==> src/rtl/uart_rx_sipo.sv <==
// UART receive shift register: 16x-oversampled start detection, 5-8 LSB-first
// data bits, optional odd/even parity, one stop bit, parallel word plus strobe.
module uart_rx_sipo #(
  parameter int OVERSAMPLE = 16
) (
  input  logic       baud_clk,
  input  logic       reset,
  input  logic       serial_data_in,
  input  logic [3:0] data_length,
  input  logic [1:0] parity_type,
  output logic [7:0] data_out,
  output logic       data_valid,
  output logic       parity_error,
  output logic       framing_error,
  output logic       busy
);

  localparam int CW = $clog2(OVERSAMPLE);
  localparam logic [CW-1:0] HALF = CW'(OVERSAMPLE / 2 - 1);
  localparam logic [CW-1:0] LAST = CW'(OVERSAMPLE - 1);
  localparam logic [CW-1:0] ONE  = CW'(1);

  typedef enum logic [2:0] {
    IDLE,
    START,
    DATA,
    PARITY,
    STOP,
    BREAK_WAIT
  } state_e;

  state_e state_q, state_d;

  logic          sync_q, rx_s_q;
  logic [CW-1:0] cnt_q, cnt_d;
  logic [2:0]    idx_q, idx_d;
  logic [7:0]    shift_q, shift_d;
  logic [2:0]    last_idx_q, last_idx_d;
  logic [1:0]    ptype_q, ptype_d;
  logic          pbit_q, pbit_d;
  logic [7:0]    data_out_q, data_out_d;
  logic          valid_q, valid_d;
  logic          perr_q, perr_d;
  logic          ferr_q, ferr_d;

  logic       at_half, at_last, par_en;
  logic       sample_data, sample_parity, sample_stop;
  logic [2:0] len_last;

  assign at_half = (cnt_q == HALF);
  assign at_last = (cnt_q == LAST);
  assign par_en  = (ptype_q == 2'd1) || (ptype_q == 2'd2);

  // Out-of-range lengths clamp to the nearest legal width (5 or 8 bits).
  always_comb begin
    if (data_length <= 4'd5)      len_last = 3'd4;
    else if (data_length >= 4'd8) len_last = 3'd7;
    else                          len_last = (data_length == 4'd6) ? 3'd5 : 3'd6;
  end

  always_ff @(posedge baud_clk) begin
    if (reset) state_q <= IDLE;
    else       state_q <= state_d;
  end

  always_comb begin
    state_d = state_q;
    case (state_q)
      IDLE:       if (!rx_s_q) state_d = START;
      START:      if (at_half) state_d = rx_s_q ? IDLE : DATA;
      DATA:       if (at_last && idx_q == last_idx_q) state_d = par_en ? PARITY : STOP;
      PARITY:     if (at_last) state_d = STOP;
      STOP:       if (at_last) state_d = rx_s_q ? IDLE : BREAK_WAIT;
      BREAK_WAIT: if (rx_s_q) state_d = IDLE;
      default:    state_d = IDLE;
    endcase
  end

  always_comb begin
    busy          = (state_q != IDLE);
    sample_data   = (state_q == DATA)   && at_last;
    sample_parity = (state_q == PARITY) && at_last;
    sample_stop   = (state_q == STOP)   && at_last;
  end

  always_comb begin
    cnt_d      = cnt_q;
    idx_d      = idx_q;
    shift_d    = shift_q;
    last_idx_d = last_idx_q;
    ptype_d    = ptype_q;
    pbit_d     = pbit_q;
    data_out_d = data_out_q;
    perr_d     = perr_q;
    ferr_d     = ferr_q;
    valid_d    = 1'b0;

    case (state_q)
      IDLE: begin
        cnt_d = '0;
        if (!rx_s_q) begin
          last_idx_d = len_last;
          ptype_d    = parity_type;
        end
      end
      START: begin
        cnt_d = cnt_q + ONE;
        if (at_half) begin
          cnt_d   = '0;
          idx_d   = '0;
          shift_d = '0;
        end
      end
      DATA, PARITY, STOP: cnt_d = at_last ? '0 : cnt_q + ONE;
      default:            cnt_d = '0;
    endcase

    if (sample_data) begin
      shift_d[idx_q] = rx_s_q;
      idx_d          = idx_q + 3'd1;
    end
    if (sample_parity) pbit_d = rx_s_q;

    // XOR of data and parity bit must be 1 for odd, 0 for even.
    if (sample_stop) begin
      data_out_d = shift_q;
      perr_d     = par_en & ((^shift_q) ^ pbit_q ^ (ptype_q == 2'd1));
      ferr_d     = ~rx_s_q;
      valid_d    = 1'b1;
    end
  end

  always_ff @(posedge baud_clk) begin
    if (reset) begin
      sync_q     <= 1'b1;
      rx_s_q     <= 1'b1;
      cnt_q      <= '0;
      idx_q      <= '0;
      shift_q    <= '0;
      last_idx_q <= 3'd7;
      ptype_q    <= 2'd0;
      pbit_q     <= 1'b0;
      data_out_q <= '0;
      valid_q    <= 1'b0;
      perr_q     <= 1'b0;
      ferr_q     <= 1'b0;
    end else begin
      sync_q     <= serial_data_in;
      rx_s_q     <= sync_q;
      cnt_q      <= cnt_d;
      idx_q      <= idx_d;
      shift_q    <= shift_d;
      last_idx_q <= last_idx_d;
      ptype_q    <= ptype_d;
      pbit_q     <= pbit_d;
      data_out_q <= data_out_d;
      valid_q    <= valid_d;
      perr_q     <= perr_d;
      ferr_q     <= ferr_d;
    end
  end

  assign data_out      = data_out_q;
  assign data_valid    = valid_q;
  assign parity_error  = perr_q;
  assign framing_error = ferr_q;

endmodule

==> config.mk <==
export PLATFORM = sky130hd
export DESIGN_NAME = uart_rx_sipo
export DESIGN_NICKNAME = d
export VERILOG_FILES = /design/src/rtl/uart_rx_sipo.sv
export SDC_FILE = /design/constraint.sdc
export NUM_CORES = 1
export LEC_CHECK = 0
export ABC_AREA = 1
export CORE_ASPECT_RATIO = 0.75
export CORE_MARGIN = 1.5
export CORE_UTILIZATION = 35
export DETAILED_ROUTE_END_ITERATION = 7
export PLACE_DENSITY = 0.55
export SYNTH_ARGS = -nofsm -noshare
export SYNTH_HDL_FRONTEND = slang
export SYNTH_SLANG_ARGS = --single-unit
==> constraint.sdc <==
create_clock -name baud_clk -period 2 [get_ports baud_clk]
set_input_delay 0.3 -clock baud_clk [delete_from_list [all_inputs] [get_ports baud_clk]]
set_output_delay 0.3 -clock baud_clk [all_outputs]
set_load 0.005 [all_outputs]
==> metrics.md <==
| Metric | Value |
|---|---|
| Max-Slew Margin vs Limit | `between 70% and 80%` |
| P per Cell Area | `between 900 and 1000 nW/um^2` |
| CTS H-Tree Depth | `2` |
| Worst slew pin tran | `395 ps` |
| Arrival @ worst endpoint | `about 1500 ps` |
| Fill count | `roughly 500` |
| Reg2Reg Setup Slack | `between 300 and 400 ps` |
| Setup Fix Bufs, Post-CTS | `0` |
| Synthesis warning total | `0` |
| Worst r2r src | `cnt_q[0]$_SDFF_PP0_` |
| Worst Setup EP | `busy` |
| Crit path launch type | `register` |
| Antenna cells | `0` |
| Post-Syn Area per Cell | `6.91 sq um` |
| Peak VDD IR | `0.359 mV` |
| CP max stage delay | `approximately 500 ps` |
| Slew Viols, Final | `0` |
| HP Class | `reg2reg` |
| Fin. Hold Viols | `0` |
| Pin count of the biggest net entering global routing | `27` |
| Initial antenna violation count | `0` |
| Reg2Reg Depth | `10` |
| Post-synth cell types | `26` |
| CP Buf/Inv Count | `2` |
| Worst-skew pair later-pin latency | `between 200 and 300 ps` |
| Simple-gate portion of the synthesized area | `32.7%` |
| Compound-cell area share of the yosys netlist | `about an eighth` |
| CP max-delay cell | `clkdlybuf4s50_1` |
| Clock sinks | `36` |
| Maximum fanout along the worst path | `6` |
| Drt first-iter violations | `54` |
| Initial Util | `~36%` |
| Crit Reg-Reg Endpoint | `shift_q[3]$_SDFF_PP0_` |
| Mux cell area share after synthesis | `0%` |
| Number of global-route vias before repair | `1416` |
| Core Footprint | `around 4800 sq um` |
| Total vias in the final route | `approximately 1600` |
| Cts repair resizes | `0` |
| Clk buf depth | `2` |
| Syn Nets | `~270` |
| Final period util | `between 80% and 90%` |
| Minimum clock period | `about 1800 ps` |
| Drt total wl | `3710 um` |
| Cell taking the most area after synthesis | `dfxtp_1` |
| Sequential area share after synthesis | `just over 40%` |
| CTS Buf Count | `5` |
| Register Area | `roughly 720 sq um` |
| Vias per cell | `about 4.7` |
| Total leakage power | `0.892 nW` |
| DR pass1 iterations | `4` |
| Largest family of logic cells by synthesized area | `simple AND/OR/NAND/NOR gates` |
| Kind of critical path | `reg2out` |
| Largest cells by area after synthesis | `dfxtp_1, nand2_1, a21oi_1` |
| Hpwl dp | `roughly 2700 um` |
| Post-synthesis cell count | `between 200 and 300` |
| IO Pins | `21` |
| Layout net count | `290` |
| RePlAce Congestion | `0.853` |
| Global-route wire length before repair | `between 6000 and 7000 um` |
| Clock-pin slew on the worst setup and hold paths | `70 ps` |
| Port bufs | `20` |
| Min Hold Slack | `around 410 ps` |
| Worst setup EP type | `primary output` |
| Stages on worst setup path | `3` |
| Grt total ovfl | `0` |
| Hold buffer count at CTS | `0` |
| Status | `completed` |
| Layout cells sized above 1 | `~8.6%` |
| Die Width | `84.6 um` |
| Setup TNS | `0 ps` |
| GR Util All Layers | `15.2%` |
| DR WL/cell | `10.9 um` |
| Max-cap violation count | `0` |
| RSZ-0062 raised after global routing | `no` |
| Die area | `approximately 5400 sq um` |
| Final ANT Viol Nets | `0` |
| Die Ht | `64.2 um` |
| Area of the multi-input gates | `roughly 900 sq um` |
| Top cell family by delay on the critical path | `buffers and inverters` |
| Crit. Startpoint | `state_q[1]$_SDFFE_PP0P_` |
| Post-synth top area share | `roughly two fifths` |
| Netlist Area Pre-Place | `around 1700 sq um` |
| Adder-cell share of the synthesized area | `roughly 2.1%` |
| DRC | `0` |
| Post-Synth XOR/XNOR Area | `under 10%` |
| CTS tree | `built` |
| Final number of setup-violating endpoints | `0` |
| Layout Skew | `between 5 and 6 ps` |
| FF+latch count, synth | `36` |
| Fmax | `about 0.57 GHz` |
| Critical Path RT | `between 1500 and 2000 ps` |
| Layout Area Growth over Synthesis | `21.0%` |
| Root Driver | `clkbuf_8` |
| Std-Cell Rows | `22` |
| Worst path cell trace | `inv_2 -> nand2_2 -> clkdlybuf4s50_1` |
==> how the worst min path moves through the flow <==
stage                                 start           endpoint  slack (ps)  cells after the start
after floorplan           sync_q$_SDFF_PP1_  rx_s_q$_SDFF_PP1_         390                      1
after global placement    sync_q$_SDFF_PP1_  rx_s_q$_SDFF_PP1_         390                      1
after detailed placement  sync_q$_SDFF_PP1_  rx_s_q$_SDFF_PP1_         390                      1
after CTS                 sync_q$_SDFF_PP1_  rx_s_q$_SDFF_PP1_         410                      1
after global routing      sync_q$_SDFF_PP1_  rx_s_q$_SDFF_PP1_         430                      1
final                     sync_q$_SDFF_PP1_  rx_s_q$_SDFF_PP1_         410                      1
==> layout make-up <==
type,count,share of cell area [%]
Inverter,30,5.33
Multi-Input combinational cell,181,41.9
Clock buffer,8,4.26
Sequential cell,36,34.1
Tap cell,60,3.55
Timing Repair Buffer,24,10.9
==> where the power goes <==
part | switching, mW | internal, mW
Sequential | 0.0582 | 0.765
Clock | 0.253 | 0.281
Combinational | 0.336 | 0.229
Total | 0.648 | 1.28
==> Yosys cell counts <==
cell / instances
nand2_1: 60
dfxtp_1: 36
nor2_1: 28
inv_1: 26
a21oi_1: 21
nand3_1: 21
o21ai_0: 21
inv_2: 4
nand4_1: 4
clkbuf_1: 3
ha_1: 3
nand2_2: 3
nand3b_1: 3
xnor2_1: 3
buf_2: 2
nor2_2: 2
nor2_4: 2
or2_2: 2
xor2_1: 2
a211o_1: 1
a31oi_1: 1
buf_4: 1
nor3_2: 1
nor4_1: 1
o211ai_1: 1
or2_0: 1
==> flip-flops by register name, indices dropped and copies added (netlist names) <==
| signal | cells |
|---|---|
| cnt_q | 4 |
| data_out | 8 |
| data_valid | 1 |
| framing_error | 1 |
| idx_q | 3 |
| last_idx_q | 2 |
| parity_error | 1 |
| pbit_q | 1 |
| ptype_q | 2 |
| rx_s_q | 1 |
| shift_q | 8 |
| state_q | 3 |
| sync_q | 1 |
==> layout by cell type (no fill, tap or decap), types with 6 or more instances in the layout <==
master           instances
nor2_1                  28
o21ai_0                 21
nand2_1                 60
clkdlybuf4s50_1         20
clkbuf_8                 6
nand3_1                 21
a21oi_1                 21
inv_1                   26
dfxtp_1                 36
==> kinds of logic (layout without fill, tap and decap cells) <==
| group | after synthesis | count (layout) |
|---|---|---|
| DFF | 36 | 36 |
| buffers and inverters | 36 | 62 |
| xor gates and xnor gates | 5 | 5 |
| adders and majority gates | 3 | 3 |
| and+or+nand+nor | 128 | 128 |
| AOI/OAI and AO/OA | 45 | 45 |
==> through the flow <==
stage                     power [mW]  std cells  setup slack [ps]  cell area, sq um  util (%)
after floorplan                 1.25        253               597              1750         -
after global placement          1.41        331               449              2020      41.8
after detailed placement        1.40        331               395              2020      41.8
after CTS                       1.94        339               226              2110      43.6
after global routing            2.06        339               153              2110      43.6
final                           1.92        339               235              2110      43.6
==> layer usage <==
| metal | routed length [um] | track usage [%] | vias up |
|---|---|---|---|
| met4 | 64 | 6.65 | 0 |
| met2 | 1460 | 21.4 | 40 |
| li1 | - | - | 868 |
| met5 | 0 | 0 | - |
| met3 | 178 | 3.88 | 7 |
| met1 | 2010 | 21.6 | 662 |
Power figures use the tool's default switching activity.
